[config.mk]
export PLATFORM = sky130hd
export DESIGN_NAME = johnson_count_param
export DESIGN_NICKNAME = d
export VERILOG_FILES = /design/src/rtl/johnson_count_param.sv
export SDC_FILE = /design/constraint.sdc
export NUM_CORES = 1
export LEC_CHECK = 0
export CORE_ASPECT_RATIO = 0.6
export CORE_MARGIN = 2
export CORE_UTILIZATION = 55
export DETAILED_ROUTE_END_ITERATION = 10
export PLACE_DENSITY = 0.91
export SLEW_MARGIN = 20
export SYNTH_ARGS = -nofsm -noshare
export SYNTH_HDL_FRONTEND = slang
export SYNTH_SLANG_ARGS = --single-unit
[constraint.sdc]
create_clock -name clk -period 17.1 [get_ports clk]
set_input_delay 3.42 -clock clk [delete_from_list [all_inputs] [get_ports clk]]
set_output_delay 3.42 -clock clk [all_outputs]
set_load 0.01 [all_outputs]
[src/rtl/johnson_count_param.sv]
// Parametrised Johnson counter with enable, up/down direction and parallel load.
// Decodes the state into a binary phase index with a wrap pulse and self-corrects illegal states.
module johnson_count_param #(
   parameter int WIDTH = 8,
   parameter int PW    = $clog2(2 * WIDTH)
) (
   input  logic             clk,
   input  logic             r,
   input  logic             en,
   input  logic             up,
   input  logic             load,
   input  logic [WIDTH-1:0] load_val,
   output logic [WIDTH-1:0] out,
   output logic [PW-1:0]    phase,
   output logic             wrap,
   output logic             err
);

   logic [WIDTH-1:0] out_reg, out_next;
   logic [PW-1:0]    phase_reg, phase_next;
   logic             wrap_reg, wrap_next;
   logic             err_reg, err_next;
   logic [WIDTH-2:0] out_diff, ld_diff;
   logic             out_legal, ld_legal;

   // A legal Johnson state has at most one boundary between adjacent bits.
   for (genvar gi = 0; gi < WIDTH - 1; gi++) begin : g_diff
      assign out_diff[gi] = out_reg[gi] ^ out_reg[gi+1];
      assign ld_diff[gi]  = load_val[gi] ^ load_val[gi+1];
   end

   assign out_legal = ($countones(out_diff) <= 1);
   assign ld_legal  = ($countones(ld_diff) <= 1);

   // Low-ones states sit in the first half of the sequence, high-ones states in the second.
   function automatic logic [PW-1:0] johnson_index(input logic [WIDTH-1:0] v);
      int ones;
      ones = $countones(v);
      if (ones == 0)
         return '0;
      else if (v[0])
         return PW'(ones);
      else
         return PW'(2 * WIDTH - ones);
   endfunction

   always_comb begin
      out_next  = out_reg;
      wrap_next = 1'b0;
      err_next  = 1'b0;
      if (!out_legal) begin
         out_next = '0;
         err_next = 1'b1;
      end else if (load) begin
         if (ld_legal)
            out_next = load_val;
         else
            err_next = 1'b1;
      end else if (en) begin
         if (up) begin
            out_next  = {out_reg[WIDTH-2:0], ~out_reg[WIDTH-1]};
            wrap_next = (phase_reg == PW'(2 * WIDTH - 1));
         end else begin
            out_next  = {~out_reg[0], out_reg[WIDTH-1:1]};
            wrap_next = (phase_reg == '0);
         end
      end
      phase_next = johnson_index(out_next);
   end

   always_ff @(posedge clk) begin
      if (r) begin
         out_reg   <= '0;
         phase_reg <= '0;
         wrap_reg  <= 1'b0;
         err_reg   <= 1'b0;
      end else begin
         out_reg   <= out_next;
         phase_reg <= phase_next;
         wrap_reg  <= wrap_next;
         err_reg   <= err_next;
      end
   end

   assign out   = out_reg;
   assign phase = phase_reg;
   assign wrap  = wrap_reg;
   assign err   = err_reg;

endmodule

==> flow_summary.html, run 1 <==
<table>
<tr><th>Metric</th><th>Value</th></tr>
<tr><th colspan="2">Run status</th></tr>
<tr><td>Status</td><td>finished, final reports clean</td></tr>
<tr><th colspan="2">Worst setup path</th></tr>
<tr><td>Critical-path top delay cell</td><td>sky130_fd_sc_hd__fa_1</td></tr>
<tr><td>Type of destination of the critical path</td><td>register</td></tr>
<tr><td>CP Data Required Time</td><td>around 17000 ps</td></tr>
<tr><td>Crit Path Class</td><td>in -&gt; reg</td></tr>
<tr><td>Kind of start point of the critical path</td><td>primary input</td></tr>
<tr><td>Peak fanout along the critical path</td><td>9</td></tr>
<tr><td>Arrival time worst endpoint</td><td>between 10000 and 15000 ps</td></tr>
<tr><td>CP most frequent cell</td><td>sky130_fd_sc_hd__fa_1</td></tr>
<tr><td>Delay of the slowest critical-path stage</td><td>540 ps</td></tr>
<tr><td>CP cell instances</td><td>clkdlybuf4s50_1, xnor2_1, fa_1, fa_1, fa_1, inv_1, fa_1, nor2_2, nand2_1, a311o_1, fa_1, fa_1, fa_1, inv_1, ha_1, fa_1, inv_1, ha_1, or3b_1, a21oi_1</td></tr>
<tr><th colspan="2">Global routing</th></tr>
<tr><td>Number of antenna violations at the first check in global routing</td><td>0</td></tr>
<tr><td>Global-route wire length before repair</td><td>5760 microns</td></tr>
<tr><td>Via count of the first global-routing pass</td><td>1244</td></tr>
<tr><td>Pin count of the biggest net entering global routing</td><td>17</td></tr>
<tr><td>GRT Overall Usage</td><td>0.271</td></tr>
<tr><td>Total gr overflow</td><td>0</td></tr>
<tr><th colspan="2">Synth</th></tr>
<tr><td>Leading cell types by count after synthesis</td><td>sky130_fd_sc_hd__nor2_1, sky130_fd_sc_hd__xnor2_1, sky130_fd_sc_hd__dfxtp_1</td></tr>
<tr><td>Post-synthesis async set-or-reset flop share</td><td>0</td></tr>
<tr><td>Post-synthesis cell area</td><td>roughly 1400 sq um</td></tr>
<tr><td>Portion of the post-synthesis area used by sequential elements</td><td>0.207</td></tr>
<tr><td>Count of flip-flops with a built-in enable after synthesis</td><td>0</td></tr>
<tr><td>Primary flip-flop cell chosen by synthesis mapping</td><td>sky130_fd_sc_hd__dfxtp_1</td></tr>
<tr><td>Number of distinct library cells after synthesis</td><td>40</td></tr>
<tr><td>Cell with the most instances after synthesis</td><td>sky130_fd_sc_hd__nor2_1</td></tr>
<tr><td>Most area-consuming cells after synthesis</td><td>sky130_fd_sc_hd__dfxtp_1, sky130_fd_sc_hd__fa_1, sky130_fd_sc_hd__xnor2_1</td></tr>
<tr><td>Top cell type's share of synthesized area</td><td>0.207</td></tr>
<tr><td>Synthesized Nets</td><td>180</td></tr>
<tr><td>Number of warnings issued by yosys</td><td>0</td></tr>
<tr><td>Number of instances in the synthesized netlist</td><td>approximately 150</td></tr>
<tr><td>Average cell area after synthesis</td><td>approximately 9.0 sq um</td></tr>
<tr><td>Number of flip-flops and latches in the synthesized netlist</td><td>14</td></tr>
<tr><td>Cell taking the most area after synthesis</td><td>sky130_fd_sc_hd__dfxtp_1</td></tr>
<tr><th colspan="2">Routing</th></tr>
<tr><td>Remaining number of nets flagged by the antenna check after routing</td><td>0</td></tr>
<tr><td>Via count</td><td>about 1200</td></tr>
<tr><td>DRC violation count after routing</td><td>0</td></tr>
<tr><td>Post-DR wirelength/cell</td><td>between 15 and 20 microns</td></tr>
<tr><td>Final wirelength</td><td>3500 microns</td></tr>
<tr><td>Initial DRC Count</td><td>between 100 and 150</td></tr>
<tr><td>Number of vias per cell after detailed routing</td><td>about 6</td></tr>
<tr><td>Length of the first detailed-routing pass in iterations</td><td>4</td></tr>
<tr><th colspan="2">Final layout</th></tr>
<tr><td>Layout area overhead</td><td>20.5%</td></tr>
<tr><td>Layout cells sized above 1</td><td>0.0595</td></tr>
<tr><td>Max reg flops</td><td>8</td></tr>
<tr><td>Final layout net count</td><td>199</td></tr>
<tr><td>Number of diodes</td><td>0</td></tr>
<tr><th colspan="2">Die</th></tr>
<tr><td>Core outline area</td><td>~2200 sq um</td></tr>
<tr><td>Row count</td><td>13</td></tr>
<tr><td>Initial Util</td><td>0.603</td></tr>
<tr><td>Die X</td><td>approximately 70 microns</td></tr>
<tr><td>Die area</td><td>2890 sq um</td></tr>
<tr><td>Number of top-level pins</td><td>27</td></tr>
<tr><td>Die height</td><td>about 42 microns</td></tr>
<tr><th colspan="2">Timing</th></tr>
<tr><td># setup viols final</td><td>0</td></tr>
<tr><td>Max transition margin</td><td>0.594</td></tr>
<tr><td>Clk_skew</td><td>about 2.0 ps</td></tr>
<tr><td>Post-route clock period utilization</td><td>0.585</td></tr>
<tr><td>Final count of pins violating max slew</td><td>0</td></tr>
<tr><td>Worst-margin pin slew</td><td>between 600 and 700 ps</td></tr>
<tr><td>Minimum clock period</td><td>between 10000 and 15000 ps</td></tr>
<tr><td>Total count of hold-check failures in the final report</td><td>0</td></tr>
<tr><td>Highest Clock Rate</td><td>99.9 MHz</td></tr>
<tr><td>TNS Setup</td><td>0 ps</td></tr>
<tr><td>Unrepaired setup endpoints after global routing</td><td>no</td></tr>
<tr><th colspan="2">Clock tree</th></tr>
<tr><td>Clock Latency Late Sink</td><td>about 240 ps</td></tr>
<tr><td>Total of hold buffers inserted after clock tree synthesis</td><td>0</td></tr>
<tr><td>Number of sinks driven by the clock tree</td><td>14</td></tr>
<tr><td>Resized cells post-CTS</td><td>0</td></tr>
<tr><td>Post-CTS setup buffer count</td><td>0</td></tr>
<tr><td>H-tree depth</td><td>1</td></tr>
<tr><td>CTS Root Buffer Type</td><td>sky130_fd_sc_hd__clkbuf_8</td></tr>
<tr><td>CTS clk-pin slew, worst paths</td><td>about 60 ps</td></tr>
<tr><td>Max clock buf depth</td><td>2</td></tr>
<tr><td>CTS tree</td><td>yes</td></tr>
<tr><td>Clock buffers created by TritonCTS</td><td>3</td></tr>
<tr><th colspan="2">Flow run</th></tr>
<tr><td>Max-cap violation count</td><td>0</td></tr>
<tr><th colspan="2">Placement</th></tr>
<tr><td>Post-detail-place hpwl</td><td>2770 microns</td></tr>
<tr><td>Number of port buffers</td><td>26</td></tr>
<tr><td>Last weighted congestion value of the routability-driven placer</td><td>about 0.85</td></tr>
<tr><th colspan="2">Hold path</th></tr>
<tr><td>Path class of the lowest-slack min-delay path</td><td>reg -&gt; reg</td></tr>
</table>
-- cell type report --
type	count	area, sq um
fill	148	613
tap	30	37.5
timing repair buffer	26	260
sequential	14	280
clock buffer	3	41.3
multi-input combinational	115	975
inverter	10	37.5
-- critical path, delay by kind of cell --
family / cells / cell delay, ps
adder cells (fa/ha/maj): 10 / 4410
AND/OR/NAND/NOR: 3 / 860
buffers and inverters: 4 / 670
AO/OA/AOI/OAI: 2 / 530
XOR/XNOR: 1 / 260
-- cells in the final DEF, fill, tap and decap left out, types with 2 or more instances in the layout --
cell                              count
sky130_fd_sc_hd__clkdlybuf4s50_1     26
sky130_fd_sc_hd__nor2_1              20
sky130_fd_sc_hd__xnor2_1             15
sky130_fd_sc_hd__dfxtp_1             14
sky130_fd_sc_hd__fa_1                12
sky130_fd_sc_hd__inv_1               10
sky130_fd_sc_hd__a21oi_1              7
sky130_fd_sc_hd__mux2i_1              6
sky130_fd_sc_hd__o21a_1               5
sky130_fd_sc_hd__a211o_1              5
sky130_fd_sc_hd__o211ai_1             5
sky130_fd_sc_hd__nand2_1              4
sky130_fd_sc_hd__ha_1                 4
sky130_fd_sc_hd__o21ai_0              3
sky130_fd_sc_hd__a211oi_1             3
sky130_fd_sc_hd__clkbuf_8             3
sky130_fd_sc_hd__mux2_2               2
sky130_fd_sc_hd__a31oi_1              2
sky130_fd_sc_hd__and2_1               2
sky130_fd_sc_hd__nand4b_1             2
-- logic make-up (layout without fill, tap and decap cells) --
kind of cell / after synthesis / count (layout) / synth area share
DFF: 14 / 14 / 0.207
muxes: 8 / 8 / 0.0610
adders and majority gates: 16 / 16 / 0.214
buffers and inverters: 22 / 39 / 0.0730
xor gates and xnor gates: 15 / 15 / 0.0970
and+or+nand+nor: 38 / 38 / 0.138
AOI/OAI and AO/OA: 38 / 38 / 0.210
-- per-layer routing --
metal  GRT usage  vias to the layer above  part of all wire
li1            -                      559                 -
met4      0.0720                        0             0.015
met5           0                        -                 0
met3      0.0806                       10             0.086
met1       0.332                      572              0.42
met2       0.458                       57              0.48
-- path summary, 6_finish.rpt --
check	start	end	slack, ps	cells after the start
worst min-delay path	phase[3]	wrap	550	2
worst max register to register	out[3]	phase[1]	10270	18
worst max-delay path	load_val[2]	phase[1]	7090	20
worst min register to register	phase[3]	wrap	550	2
-- stage by stage --
| stage | std cells | setup slack [ps] | util | area, sq um | hold slack (ps) |
|---|---|---|---|---|---|
| after floorplan | 151 | 7850 | - | 1350 | 547 |
| final | 198 | 7090 | 0.727 | 1630 | 547 |
| after global placement | 195 | 7170 | 0.708 | 1590 | 538 |
| after global routing | 198 | 6940 | 0.727 | 1630 | 590 |
| after detailed placement | 195 | 6930 | 0.708 | 1590 | 551 |
| after CTS | 198 | 7190 | 0.727 | 1630 | 558 |
Power of run 1 is not shown: default switching activity piles up to over one toggle a cycle in this logic, so the estimate is an artifact.
==> run 2, diff against run 1 <==
CORE_UTILIZATION = 46   (was 55)
PLACE_DENSITY = 0.82   (was 0.91)
clock period = 8.25 ns   (was 17.1 ns; I/O delays follow)
==> run 2 against run 1 <==
Effect of this change: final area rose by 2.5%; clock skew barely moved; register-to-register slack got worse by 8700 ps.
==> flow_summary.html, run 2 (synthesis results as in run 1) <==
<table>
<tr><th>Metric</th><th>Value</th></tr>
<tr><th colspan="2">Run status</th></tr>
<tr><td>Status</td><td>finished, final reports clean (unchanged)</td></tr>
<tr><th colspan="2">Routing</th></tr>
<tr><td>Initial DRC Count</td><td>83 (was 119)</td></tr>
<tr><td>Via count</td><td>1200 (was 1198)</td></tr>
<tr><td>Post-DR wirelength/cell</td><td>14.6 microns (was 17.7 microns)</td></tr>
<tr><td>Highest metal layer with signal wires</td><td>met3 (was met4)</td></tr>
<tr><td>Final wirelength</td><td>3090 microns (was 3500 microns)</td></tr>
<tr><td>DRC violation count after routing</td><td>0 (unchanged)</td></tr>
<tr><td>Number of vias per cell after detailed routing</td><td>5.66 (was 6.05)</td></tr>
<tr><td>Detailed-routing wirelength on met1</td><td>1350 microns (was 1470 microns)</td></tr>
<tr><td>Remaining number of nets flagged by the antenna check after routing</td><td>0 (unchanged)</td></tr>
<tr><td>Routed met3 length</td><td>174 microns (was 301 microns)</td></tr>
<tr><td>Length of the first detailed-routing pass in iterations</td><td>7 (was 4)</td></tr>
<tr><td>Met2 routed wirelength</td><td>1570 microns (was 1680 microns)</td></tr>
<tr><th colspan="2">Worst setup path</th></tr>
<tr><td>Arrival time worst endpoint</td><td>8170 ps (was 10180 ps)</td></tr>
<tr><td>Type of destination of the critical path</td><td>register (unchanged)</td></tr>
<tr><td>CP most frequent cell</td><td>sky130_fd_sc_hd__fa_1 (unchanged)</td></tr>
<tr><td>Delay of the slowest critical-path stage</td><td>520 ps (was 540 ps)</td></tr>
<tr><td>Count of buffering cells on the critical path with inverters included</td><td>4 (unchanged)</td></tr>
<tr><td>Critical-path top delay cell</td><td>sky130_fd_sc_hd__fa_1 (unchanged)</td></tr>
<tr><td>Peak fanout along the critical path</td><td>6 (was 9)</td></tr>
<tr><td>Kind of start point of the critical path</td><td>primary input (unchanged)</td></tr>
<tr><td>Dominant delay contributor by cell family on the critical path</td><td>adder cells (unchanged)</td></tr>
<tr><td>CP cell instances</td><td>clkdlybuf4s50_1, xnor2_1, fa_1, fa_1, fa_1, inv_1, fa_1, or3_1, o2111a_2, nor2_2, fa_1, fa_1, fa_1, inv_1, ha_1, fa_1, inv_1, ha_1, or3b_1, a21oi_1 (was clkdlybuf4s50_1, xnor2_1, fa_1, fa_1, fa_1, inv_1, fa_1, nor2_2, nand2_1, a311o_1, fa_1, fa_1, fa_1, inv_1, ha_1, fa_1, inv_1, ha_1, or3b_1, a21oi_1)</td></tr>
<tr><td>CP Data Required Time</td><td>8430 ps (was 17270 ps)</td></tr>
<tr><td>Crit Path Class</td><td>in -&gt; reg (unchanged)</td></tr>
<tr><th colspan="2">Timing</th></tr>
<tr><td>Unrepaired setup endpoints after global routing</td><td>no (unchanged)</td></tr>
<tr><td>Minimum clock period</td><td>about 8000 ps</td></tr>
<tr><td>Post-route clock period utilization</td><td>0.968</td></tr>
<tr><td>Final count of pins violating max slew</td><td>0 (unchanged)</td></tr>
<tr><td># setup viols final</td><td>0 (unchanged)</td></tr>
<tr><td>Highest Clock Rate</td><td>roughly 130 MHz</td></tr>
<tr><td>Total count of hold-check failures in the final report</td><td>0 (unchanged)</td></tr>
<tr><td>Max transition margin</td><td>0.623 (was 0.594)</td></tr>
<tr><td>Clk_skew</td><td>2.12 ps (was 2.02 ps)</td></tr>
<tr><td>Worst-margin pin slew</td><td>563 ps (was 607 ps)</td></tr>
<tr><td>TNS Setup</td><td>0 ps (unchanged)</td></tr>
<tr><th colspan="2">Clock tree</th></tr>
<tr><td>H-tree depth</td><td>1 (unchanged)</td></tr>
<tr><td>Clock Latency Late Sink</td><td>240 ps (about the same)</td></tr>
<tr><td>Max clock buf depth</td><td>2 (unchanged)</td></tr>
<tr><td>Post-CTS setup buffer count</td><td>0 (unchanged)</td></tr>
<tr><td>CTS clk-pin slew, worst paths</td><td>60 ps (about the same)</td></tr>
<tr><td>Number of sinks driven by the clock tree</td><td>14 (unchanged)</td></tr>
<tr><td>CTS Root Buffer Type</td><td>sky130_fd_sc_hd__clkbuf_8 (unchanged)</td></tr>
<tr><td>Clock buffers created by TritonCTS</td><td>3 (unchanged)</td></tr>
<tr><td>CTS tree</td><td>yes (unchanged)</td></tr>
<tr><th colspan="2">Global routing</th></tr>
<tr><td>Via count of the first global-routing pass</td><td>1135 (was 1244)</td></tr>
<tr><td>Global-route wire length before repair</td><td>5240 microns (was 5760 microns)</td></tr>
<tr><td>Number of antenna violations at the first check in global routing</td><td>0 (unchanged)</td></tr>
<tr><td>Total gr overflow</td><td>0 (unchanged)</td></tr>
<tr><td>GRT Overall Usage</td><td>0.204 (was 0.271)</td></tr>
<tr><td>Pin count of the biggest net entering global routing</td><td>17 (unchanged)</td></tr>
<tr><th colspan="2">Final layout</th></tr>
<tr><td>Layout cells sized above 1</td><td>0.0824 (was 0.0595)</td></tr>
<tr><td>Number of diodes</td><td>0 (unchanged)</td></tr>
<tr><td>Final layout net count</td><td>201 (was 199)</td></tr>
<tr><td>Final design instance area without fill</td><td>1670 sq um (was 1630 sq um)</td></tr>
<tr><td>Layout area overhead</td><td>23.5% (was 20.5%)</td></tr>
<tr><td>Final core utilization</td><td>0.590 (was 0.727)</td></tr>
<tr><td>Max reg flops</td><td>8 (unchanged)</td></tr>
<tr><td>Most frequent cells in the layout</td><td>sky130_fd_sc_hd__clkdlybuf4s50_1, sky130_fd_sc_hd__nor2_1, sky130_fd_sc_hd__xnor2_1, sky130_fd_sc_hd__dfxtp_1, sky130_fd_sc_hd__fa_1 (unchanged)</td></tr>
<tr><td>Most frequent standard cell in the layout excluding fill and tap cells</td><td>sky130_fd_sc_hd__clkdlybuf4s50_1 (unchanged)</td></tr>
<tr><td>Number of standard cells in the final layout excluding fillers</td><td>212 (was 198)</td></tr>
<tr><th colspan="2">Die</th></tr>
<tr><td>Row count</td><td>15 (was 13)</td></tr>
<tr><td>Die X</td><td>74.0 microns (was 68.1 microns)</td></tr>
<tr><td>Core outline area</td><td>2830 sq um (was 2240 sq um)</td></tr>
<tr><td>Number of top-level pins</td><td>27 (unchanged)</td></tr>
<tr><td>Die area</td><td>3410 sq um (was 2890 sq um)</td></tr>
<tr><td>Die height</td><td>46.0 microns (was 42.4 microns)</td></tr>
<tr><td>Initial Util</td><td>0.478 (was 0.603)</td></tr>
<tr><th colspan="2">Placement</th></tr>
<tr><td>Number of port buffers</td><td>26 (unchanged)</td></tr>
<tr><td>Placed instance count</td><td>209 (was 195)</td></tr>
<tr><td>Post-detail-place hpwl</td><td>2530 microns (was 2770 microns)</td></tr>
<tr><td>Last weighted congestion value of the routability-driven placer</td><td>0.894 (was 0.849)</td></tr>
<tr><td>Area after detailed placement</td><td>1620 sq um (was 1590 sq um)</td></tr>
<tr><th colspan="2">Hold path</th></tr>
<tr><td>Path class of the lowest-slack min-delay path</td><td>reg -&gt; reg (unchanged)</td></tr>
<tr><th colspan="2">Flow run</th></tr>
<tr><td>Max-cap violation count</td><td>0 (unchanged)</td></tr>
</table>
run 2: changes by cell type in the layout (fill, tap and decap cells not counted), sizes merged:
cell,before,now
buf,0,2
run 2: repair_timing:
item / CTS / global route
resized for setup: 0 / 2
hold buffers: 0 / 0
setup endpoints to repair: 0 / 3
run 2: final timing paths:
check | startpoint | to | slack, ps | depth (start not counted)
setup / recovery | load_val[1] | phase[1] | 260 | 20
hold / removal | phase[3] | wrap | 560 | 2
setup reg to reg | out[3] | phase[1] | 1610 | 18
hold reg to reg | phase[3] | wrap | 560 | 2
run 2: area by class of cell:
type,instances,area [sq um]
well taps,42,52.6
flip-flops and latches,14,280
clock buffers,3,41.3
repair buffers,28,275
fillers,247,1160
multi-input cells,115,985
inverters,10,37.5
run 2: layer usage:
layer,GRT usage,vias up
li1,-,562
met1,0.270,608
met2,0.355,30
met3,0.0288,0
met4,0.0545,0
met5,0,-
run 2: worst min-delay path: cells and delay by family (launching register included):
kind,cells,cell delay [ps]
DFF,1,320
AOI/OAI and AO/OA,1,140
and+or+nand+nor,1,50
run 2: stage by stage:
stage | setup slack (ps) | hold slack, ps
final | 261 | 561
after global routing | 17.5 | 611
after CTS | 159 | 560
after detailed placement | -86.6 | 552
after global placement | 136 | 551
after floorplan | 769 | 547
Power of run 2 is left out for the same reason.
